--- src/rtl/core_pkg.sv ---
// core_pkg: shared sequencer state encoding and default stage indices.
package core_pkg;
  typedef enum logic [1:0] {IDLE, ACTIVE, WAIT_MEM, WAIT_EXT} state_e;
  localparam int STG_FT = 0;
  localparam int STG_DC = 1;
  localparam int STG_EX = 2;
  localparam int STG_MA = 3;
  localparam int STG_WB = 4;
endpackage

--- src/rtl/wait_timer.sv ---
// wait_timer: counts consecutive wait cycles and flags the cycle the limit is reached.
module wait_timer #(
  parameter int LIMIT = 255,
  localparam int CW = $clog2(LIMIT + 1)
) (
  input  logic clk,
  input  logic rst,
  input  logic run_i,
  output logic expired_o
);
  logic [CW-1:0] cnt_q, cnt_d;
  assign cnt_d = run_i ? CW'(cnt_q + 1'b1) : '0;
  assign expired_o = run_i && cnt_q == CW'(LIMIT - 1);
  always_ff @(posedge clk) begin
    if (rst) cnt_q <= '0;
    else cnt_q <= cnt_d;
  end
endmodule

--- src/rtl/stage_sequencer.sv ---
// stage_sequencer: one-hot phase-enable sequencer with memory/extension stalls.
// Define STAGE_TIMEOUT_EN to bound waits with TIMEOUT_CYCLES and a sticky fault.
module stage_sequencer
  import core_pkg::*;
#(
  parameter int NUM_STAGES = 5,
  parameter int MEM_STAGE = STG_MA,
  parameter int EXT_STAGE = STG_EX,
  parameter int TIMEOUT_CYCLES = 255,
  localparam int IDXW = $clog2(NUM_STAGES)
) (
  input  logic                  CLK,
  input  logic                  RST,
  input  logic                  run,
  input  logic                  mem_req,
  input  logic                  mem_ready,
  input  logic                  ext_req,
  input  logic                  ext_done,
  output logic [NUM_STAGES-1:0] stage_en,
  output logic [IDXW-1:0]       stage_idx,
  output logic                  mem_stall,
  output logic                  ext_stall,
  output logic                  retire,
  output logic [31:0]           instret,
  output logic                  fault
);
  if (NUM_STAGES < 2 || MEM_STAGE == EXT_STAGE || MEM_STAGE >= NUM_STAGES || EXT_STAGE >= NUM_STAGES) begin : g_bad_cfg
    $error("stage_sequencer: invalid stage configuration");
  end
  state_e state_q, state_d;
  logic [IDXW-1:0] idx_q, idx_d;
  logic [31:0] instret_q;
  logic fault_q, fault_d;
  logic last, go_mem, go_ext, adv, expired;
  assign last = idx_q == IDXW'(NUM_STAGES - 1);
  assign go_mem = state_q == ACTIVE && idx_q == IDXW'(MEM_STAGE) && mem_req && !mem_ready;
  assign go_ext = state_q == ACTIVE && idx_q == IDXW'(EXT_STAGE) && ext_req && !ext_done;
  // adv marks the cycle in which the current stage completes
  assign adv = state_q == ACTIVE   ? !(go_mem || go_ext) :
               state_q == WAIT_MEM ? mem_ready :
               state_q == WAIT_EXT ? ext_done : 1'b0;
`ifdef STAGE_TIMEOUT_EN
  wait_timer #(.LIMIT(TIMEOUT_CYCLES)) u_wait_timer (
    .clk      (CLK),
    .rst      (RST),
    .run_i    (state_q == WAIT_MEM || state_q == WAIT_EXT),
    .expired_o(expired)
  );
`else
  assign expired = 1'b0;
`endif
  always_ff @(posedge CLK) begin
    if (RST) begin
      state_q   <= IDLE;
      idx_q     <= '0;
      instret_q <= '0;
      fault_q   <= 1'b0;
    end else begin
      state_q   <= state_d;
      idx_q     <= idx_d;
      fault_q   <= fault_d;
      instret_q <= retire ? instret_q + 32'd1 : instret_q;
    end
  end
  always_comb begin
    state_d = state_q;
    idx_d   = idx_q;
    fault_d = fault_q;
    if (state_q == IDLE && run && !fault_q) state_d = ACTIVE;
    else if (go_ext) state_d = WAIT_EXT;
    else if (go_mem) state_d = WAIT_MEM;
    else if (adv) begin
      idx_d   = last ? '0 : IDXW'(idx_q + 1'b1);
      state_d = (!last || run) ? ACTIVE : IDLE;
    end else if (expired) begin
      state_d = IDLE;
      idx_d   = '0;
      fault_d = 1'b1;
    end
  end
  always_comb begin
    stage_en  = state_q == ACTIVE ? NUM_STAGES'(1) << idx_q : '0;
    stage_idx = idx_q;
    mem_stall = state_q == WAIT_MEM;
    ext_stall = state_q == WAIT_EXT;
    retire    = adv && last;
    instret   = instret_q;
    fault     = fault_q;
  end
endmodule

--- config.mk ---
export PLATFORM = sky130hd
export DESIGN_NAME = stage_sequencer
export DESIGN_NICKNAME = d
export VERILOG_FILES = /design/src/rtl/core_pkg.sv /design/src/rtl/wait_timer.sv /design/src/rtl/stage_sequencer.sv
export SDC_FILE = /design/constraint.sdc
export NUM_CORES = 1
export LEC_CHECK = 0
export ABC_AREA = 1
export CORE_MARGIN = 5
export CORE_UTILIZATION = 47
export CTS_CLUSTER_DIAMETER = 100
export DETAILED_ROUTE_END_ITERATION = 6
export PLACE_DENSITY_LB_ADDON = 0.15
export REMOVE_ABC_BUFFERS = 1
export SLEW_MARGIN = 20
export SYNTH_ARGS = -nofsm -noshare
export SYNTH_HDL_FRONTEND = slang
export SYNTH_SLANG_ARGS = --single-unit
export TNS_END_PERCENT = 20
--- constraint.sdc ---
create_clock -name CLK -period 1.5 [get_ports CLK]
set_input_delay 0.15 -clock CLK [delete_from_list [all_inputs] [get_ports CLK]]
set_output_delay 0.15 -clock CLK [all_outputs]
set_load 0.01 [all_outputs]
==> load_flow_metrics.sql, run 1 <==
INSERT INTO impl_metrics (metric_group, metric, value, unit) VALUES
('yosys', 'synth_sequential_area_ratio', '0.2893', ''),
('critical_path', 'setup.worst_path.class', 'reg2out', ''),
('drt', 'via_count', '3135', ''),
('drt', 'routed_wl_per_cell', '13.51', 'um'),
('clock_network', 'tritoncts_num_sinks', '37', ''),
('floorplan', 'die-width', '83.80', 'um'),
('critical_path', 'worst_setup_path_end_kind', 'primary output', ''),
('cells_and_area', 'stdcell_area', '3911', 'um2'),
('timing', 'grt_setup_unrepaired', 'true', ''),
('drt', 'drt-pass1-iter-count', '5', ''),
('grt', 'grt_pass1_wl', '13120', 'um'),
('yosys', 'synthesis.yosys.warnings', '0', ''),
('timing', 'setup-violations-final', '41', ''),
('clock_network', 'clkLatencyLatePin', '0.29', 'ns'),
('power', 'net_sw_power', '0.5997', 'mW'),
('cells_and_area', 'final_layout_size_suffix_gt1_frac', '0.2799', ''),
('grt', 'grt_pass1_vias', '2860', ''),
('floorplan', 'initial_utilization', '0.4918', ''),
('cells_and_area', 'diodes', '0', ''),
('yosys', 'post_synth.cell_area_avg', '5.940', 'um2'),
('power', 'clockPowerShare', '0.341', ''),
('grt', 'antenna_found_initial', '0', ''),
('clock_network', 'h-tree-depth', '2', ''),
('placement', 'globalplace.congestion', '0.9826', ''),
('critical_path', 'path_cells', 'ha_4, ha_4, nand3_4, nand3_4, a21oi_4, buf_6', ''),
('cells_and_area', 'postLayoutCoreUtil', '0.7514', ''),
('clock_network', 'holdBufCountCts', '0', ''),
('timing', 'post-route-min-period', '1.639', 'ns'),
('power', 'sequentialPowerShare', '0.471', ''),
('min_path', 'holdCritPathClass', 'reg2reg', ''),
('flow_run', 'cap_violations', '0', ''),
('placement', 'detailed_place.area', '3506', 'um2'),
('drt', 'detail_route.vias_per_cell', '5.173', ''),
('yosys', 'postSynthCellCount', '431', ''),
('grt', 'globalRouteTotalUtil', '0.2227', ''),
('critical_path', 'slowest_cp_cell', 'dfxtp_4', ''),
('floorplan', 'core.rowCount', '26', ''),
('power', 'int_power', '1.544', 'mW'),
('timing', 'fin_crit_sh', '1.092', ''),
('cells_and_area', 'design.final.nets', '549', ''),
('cells_and_area', 'area_delta_synth_final', '52.79', '%'),
('run_status', 'failed_checks', 'negative setup slack', ''),
('critical_path', 'cp_data_required_time', '1.35', 'ns'),
('critical_path', 'critical_path.startpoint_type', 'flop', ''),
('floorplan', 'num_io_pins', '51', ''),
('floorplan', 'core_region_area', '5205', 'um2'),
('clock_network', 'cts-root-buf', 'clkbuf_8', ''),
('floorplan', 'die_area', '7022', 'um2'),
('yosys', 'netlist-cell-type-count', '29', ''),
('timing', 'worst_clk_skew', '0.006406', 'ns'),
('placement', 'numPortBuffers', '49', ''),
('floorplan', 'dieHeight', '83.80', 'um'),
('power', 'p_total', '2.144', 'mW'),
('power', 'ir_drop', '0.0003889', 'V'),
('grt', 'overflow', '0', ''),
('clock_network', 'cts_tree', 'done', ''),
('timing', 'layout_setup_ws', '-0.1386', 'ns'),
('drt', 'detailed_route_drc_error_count', '0', ''),
('clock_network', 'clkSlewWorstSetupHoldPaths', '0.08', 'ns'),
('power', 'share_of_total_power_consumed_by_net_switching', '0.2797', ''),
('critical_path', 'arrival', '1.49', 'ns'),
('critical_path', 'critPathMaxStageDelay', '0.38', 'ns'),
('timing', 'finalHoldViolCount', '0', ''),
('placement', 'dp.final_hpwl', '5770', 'um'),
('clock_network', 'cts_max_path_buffers', '2', ''),
('yosys', 'synth.cell_area', '2560', 'um2'),
('run_status', 'status', 'finished, violations left', ''),
('critical_path', 'critPathMaxFanout', '4', ''),
('power', 'p_leak', '1.574', 'nW'),
('power', 'power_density', '548.1', 'nW/um2'),
('drt', 'antenna_left', '0', ''),
('yosys', 'synth-seq-cells', '37', ''),
('cells_and_area', 'fillers', '441', ''),
('power', 'combinationalPowerShare', '0.188', ''),
('clock_network', 'cts_inserted_buffers', '5', ''),
('timing', 'drv_slew', '0', ''),
('timing', 'fmax', '0.6103', 'GHz'),
('drt', 'finalWirelength', '8185', 'um'),
('drt', 'detail_route.iter0.violations', '163', ''),
('grt', 'pin_count_of_the_biggest_net_entering_global_routing', '20', '');
## metrics by stage
step	std cells	TNS (ns)	setup slack (ns)	hold WS, ns
5_1_grt	606	-5.900	-0.1941	0.5460
4_1_cts	602	-3.364	-0.1516	0.5142
2_1_floorplan	420	-5.861	-0.2611	0.2124
6_report	606	-2.494	-0.1386	0.5025
3_5_place_dp	594	-6.608	-0.3311	0.5042
3_3_place_gp	594	-4.744	-0.2987	0.4925
## placed cells by master (no fill, tap or decap), types with 3 or more instances in the layout
cell             netlist  final
dfxtp_4                0      3
nand4_1                4      4
buf_4                  3     52
nand2_1              159    153
clkbuf_8               0      6
xnor2_1                4      4
clkdlybuf4s50_1        0     31
o21ai_0                8      4
dfxtp_1               37     19
xor2_1                 5      5
dlymetal6s2s_1         0      9
o21ai_2                0      3
ha_4                   0      3
nor2_2                 3     13
a21oi_2                7     15
nor2_1                68     57
nand3_1               37     36
inv_2                  4      5
buf_6                  2      5
a21oi_1               22     14
dfxtp_2                0     15
inv_1                 40     37
nand2_2                0      5
## power groups by stage
stage                     clock (mW)  combinational (mW)  sequential, mW
final                          0.732               0.403            1.01
after global routing           0.778               0.433            1.01
after CTS                      0.736               0.330            1.01
after detailed placement           0               0.318            1.03
after global placement             0               0.313            1.03
after floorplan                    0               0.123            1.04
## Yosys cell counts (all sizes together)
master  count  share of area
ha          6          0.029
nand3b      1         0.0029
xnor2       4          0.014
xor2        5          0.017
o211a       1         0.0039
o211ai      2         0.0059
nand3      40          0.084
inv        44          0.065
or2         1         0.0024
conb        1         0.0015
clkbuf      4         0.0059
o21ai       9          0.018
buf         7          0.022
nor2       72           0.11
nand4       4         0.0098
nand2     161           0.24
dfxtp      37           0.29
nor3        2         0.0039
a21oi      30          0.073
## flip-flops by register name (all words and copies together), names as in the netlist
register and count:
stage_idx 3, instret 32, state_q 2
## cells by family (layout without fill, tap and decap cells)
group	count (synthesis)	after routing	share of synthesized area
AOI/OAI and AO/OA	42	42	0.1007
xor gates and xnor gates	9	9	0.03079
adders and majority gates	6	6	0.02932
buffers and inverters	55	160	0.09188
DFF	37	37	0.2893
other	1	1	0.001465
and+or+nand+nor	281	281	0.4565
## metal layers
metal  share of wire  up-vias  track usage
li1                -     1564            -
met1            0.43     1439       0.2932
met2            0.48      114       0.3644
met3           0.063       18      0.03554
met4           0.025        0      0.08333
met5               0        -            0
## critical path, delay by kind of cell (launching register included)
family | cells | cell delay (ns)
adders and majority gates | 2 | 0.32
buffers and inverters | 1 | 0.13
AOI/OAI and AO/OA | 1 | 0.19
DFF | 1 | 0.38
and+or+nand+nor | 2 | 0.18
## final timing paths
kind                        startpoint                        to  slack, ns  depth (start not counted)
max reg2reg  stage_idx[1]$_SDFFE_PP0P_   instret[1]$_SDFFE_PP0P_      -0.11                         10
max          stage_idx[1]$_SDFFE_PP0P_                    retire      -0.14                          6
min           instret[31]$_SDFFE_PP0P_  instret[31]$_SDFFE_PP0P_       0.50                          2
min reg2reg   instret[31]$_SDFFE_PP0P_  instret[31]$_SDFFE_PP0P_       0.50                          2
## repair_timing
| action | in CTS | in global routing |
|---|---|---|
| pin swaps | 5 | 17 |
| cloned | 0 | 3 |
| gates resized for setup | 46 | 66 |
| setup buffers | 1 | 1 |
| setup endpoints to repair | 49 | 64 |
## layout make-up
cell class	count	area, um2	share of cell area
clock buffer	7	86.33	0.02207
sequential	37	770.7	0.1971
timing repair buffer	109	1032	0.2639
tap	70	87.58	0.02239
multi-input combinational	339	1763	0.4507
inverter	44	171.4	0.04383
(Power assumes the default switching activity.)
==> run 2: changes to the inputs <==
--- a/config.mk
+++ b/config.mk
@@ -12,6 +12,7 @@
 export DETAILED_ROUTE_END_ITERATION = 6
 export PLACE_DENSITY_LB_ADDON = 0.15
 export REMOVE_ABC_BUFFERS = 1
+export SETUP_SLACK_MARGIN = 0.1
 export SLEW_MARGIN = 20
 export SYNTH_ARGS = -nofsm -noshare
 export SYNTH_HDL_FRONTEND = slang
==> load_flow_metrics.sql, run 2 (synthesized netlist as in run 1, its figures left out) <==
INSERT INTO impl_metrics (metric_group, metric, value, unit) VALUES
('timing', 'worst_clk_skew', '0.007485', 'ns'),
('min_path', 'holdCritPathClass', 'reg2reg', ''),
('grt', 'grt_pass1_vias', '2874', ''),
('cells_and_area', 'multi_input_area', '1724', 'um2'),
('floorplan', 'initial_utilization', '0.4918', ''),
('grt', 'busiest_layer', 'met2', ''),
('drt', 'detail_route.vias_per_cell', '5.211', ''),
('drt', 'finalWirelength', '8205', 'um'),
('critical_path', 'cp_data_required_time', '1.35', 'ns'),
('cells_and_area', 'fillers', '454', ''),
('clock_network', 'cts_inserted_buffers', '5', ''),
('timing', 'fmax', '0.6074', 'GHz'),
('power', 'power_density', '554.5', 'nW/um2'),
('drt', 'routed_wl_per_cell', '13.54', 'um'),
('drt', 'antenna_left', '0', ''),
('drt', 'detail_route.iter0.violations', '168', ''),
('critical_path', 'critPathMaxStageDelay', '0.38', 'ns'),
('grt', 'antenna_found_initial', '0', ''),
('grt', 'grt_pass1_wl', '13260', 'um'),
('cells_and_area', 'diodes', '0', ''),
('timing', 'layout_setup_ws', '-0.1463', 'ns'),
('timing', 'setup-violations-final', '42', ''),
('clock_network', 'tritoncts_num_sinks', '37', ''),
('cells_and_area', 'area_delta_synth_final', '50.20', '%'),
('grt', 'pin_count_of_the_biggest_net_entering_global_routing', '20', ''),
('flow_run', 'cap_violations', '0', ''),
('run_status', 'failed_checks', 'negative setup slack', ''),
('grt', 'grt_use_met3', '0.03850', ''),
('grt', 'globalRouteTotalUtil', '0.2256', ''),
('grt', 'global_route_met1_usage', '0.2944', ''),
('timing', 'drv_slew', '0', ''),
('critical_path', 'critical_path.startpoint_type', 'flop', ''),
('drt', 'detailed_route_drc_error_count', '0', ''),
('grt', 'routing_usage_on_met2', '0.3702', ''),
('clock_network', 'cts_tree', 'done', ''),
('clock_network', 'h-tree-depth', '2', ''),
('critical_path', 'critPathMaxFanout', '4', ''),
('cells_and_area', 'largest_register_ff_count', '32', ''),
('floorplan', 'dieHeight', '83.80', 'um'),
('drt', 'drt-pass1-iter-count', '4', ''),
('critical_path', 'path_cells', 'ha_4, ha_4, nand3_4, nand3_4, a21oi_4, buf_6', ''),
('power', 'ir_drop', '0.0003677', 'V'),
('drt', 'via_count', '3158', ''),
('placement', 'dp.final_hpwl', '5770', 'um'),
('floorplan', 'die-width', '83.80', 'um'),
('clock_network', 'clkLatencyLatePin', '0.30', 'ns'),
('clock_network', 'cts-root-buf', 'clkbuf_8', ''),
('floorplan', 'die_area', '7022', 'um2'),
('timing', 'fin_crit_sh', '1.098', ''),
('clock_network', 'cts_max_path_buffers', '2', ''),
('cells_and_area', 'final-seq-area', '768.2', 'um2'),
('cells_and_area', 'final_layout_size_suffix_gt1_frac', '0.2500', ''),
('run_status', 'status', 'finished, violations left', ''),
('floorplan', 'core.rowCount', '26', ''),
('critical_path', 'setup.worst_path.class', 'reg2out', ''),
('critical_path', 'arrival', '1.50', 'ns'),
('cells_and_area', 'final_cell_mix', '157 x nand2_1, 58 x nor2_1, 52 x buf_4', ''),
('cells_and_area', 'instances_no_fill', '606', ''),
('timing', 'grt_setup_unrepaired', 'true', ''),
('placement', 'detailed_place.area', '3506', 'um2'),
('placement', 'numPortBuffers', '49', ''),
('clock_network', 'clkSlewWorstSetupHoldPaths', '0.08', 'ns'),
('grt', 'overflow', '0', ''),
('cells_and_area', 'stdcell_area', '3845', 'um2'),
('timing', 'post-route-min-period', '1.646', 'ns'),
('placement', 'place_inst', '594', ''),
('cells_and_area', 'layout_commonest_cell', 'nand2_1', ''),
('floorplan', 'core_region_area', '5205', 'um2'),
('floorplan', 'num_io_pins', '51', ''),
('critical_path', 'slowest_cp_cell', 'dfxtp_4', ''),
('cells_and_area', 'design.final.nets', '549', ''),
('power', 'p_leak', '1.680', 'nW'),
('critical_path', 'worst_setup_path_end_kind', 'primary output', ''),
('placement', 'globalplace.congestion', '0.9826', ''),
('timing', 'finalHoldViolCount', '0', ''),
('placement', 'setup_slack_after_placement', '-0.3311', 'ns');
==> run 2: cell types whose count changed in the layout (fill, tap and decap cells not counted), sizes merged <==
cell           previous run  this run
clkdlybuf4s15             1         2
dlygate4sd2               2        21
dlymetal6s2s              9        10
clkbuf                   10         9
clkdlybuf4s50            31        12
buf                      63        62
==> run 2: worst paths after layout <==
path	endpoint	start	slack (ns)	cells after the start
setup / recovery	retire	stage_idx[1]$_SDFFE_PP0P_	-0.15	6
setup reg to reg	instret[1]$_SDFFE_PP0P_	stage_idx[1]$_SDFFE_PP0P_	-0.11	10
hold / removal	instret[30]$_SDFFE_PP0P_	instret[30]$_SDFFE_PP0P_	0.51	2
hold reg to reg	instret[30]$_SDFFE_PP0P_	instret[30]$_SDFFE_PP0P_	0.51	2
==> run 2: worst max-delay path, delay by kind of cell, from the launching register on <==
kind	cells	cell delay, ns
compound gates	1	0.19
fa+ha+maj	2	0.32
buf+inv	1	0.13
simple gates	2	0.18
flops	1	0.38
==> run 2: layout make-up <==
type,count,area share
sequential,37,0.1998
tap,70,0.02278
multi-input combinational,339,0.4484
clock buffer,7,0.02245
timing repair buffer,109,0.2620
inverter,44,0.04458
==> run 2: layer usage <==
layer | routed length, um | vias to the layer above
li1 | - | 1566
met1 | 3398 | 1433
met5 | 0 | -
met2 | 3943 | 134
met4 | 253 | 0
met3 | 610 | 25
==> run 2: power by group <==
part	internal [mW]	switching [mW]	total, mW	leakage, nW
registers	0.992	0.0153	1.01	0.308
clock network	0.365	0.374	0.739	0.0443
logic	0.175	0.210	0.385	1.33
==> run 2: timing repair <==
item,CTS,global route
cloned,1,2
hold endpoints to repair,0,0
setup buffers,1,1
hold buffers,0,0
pin swaps,5,3
resized for setup,69,46
setup endpoints to repair,77,58
==> run 2: through the flow <==
stage          TNS (ns)  power (mW)  hold slack (ns)    util
4_1_cts          -3.735       2.069           0.5094  0.7007
6_report         -2.907       2.132           0.5111  0.7387
2_1_floorplan    -5.861       1.159           0.2124       -
3_3_place_gp     -4.744       1.340           0.4925  0.6736
3_5_place_dp     -6.608       1.346           0.5042  0.6736
5_1_grt          -6.612       2.207           0.5423  0.7387
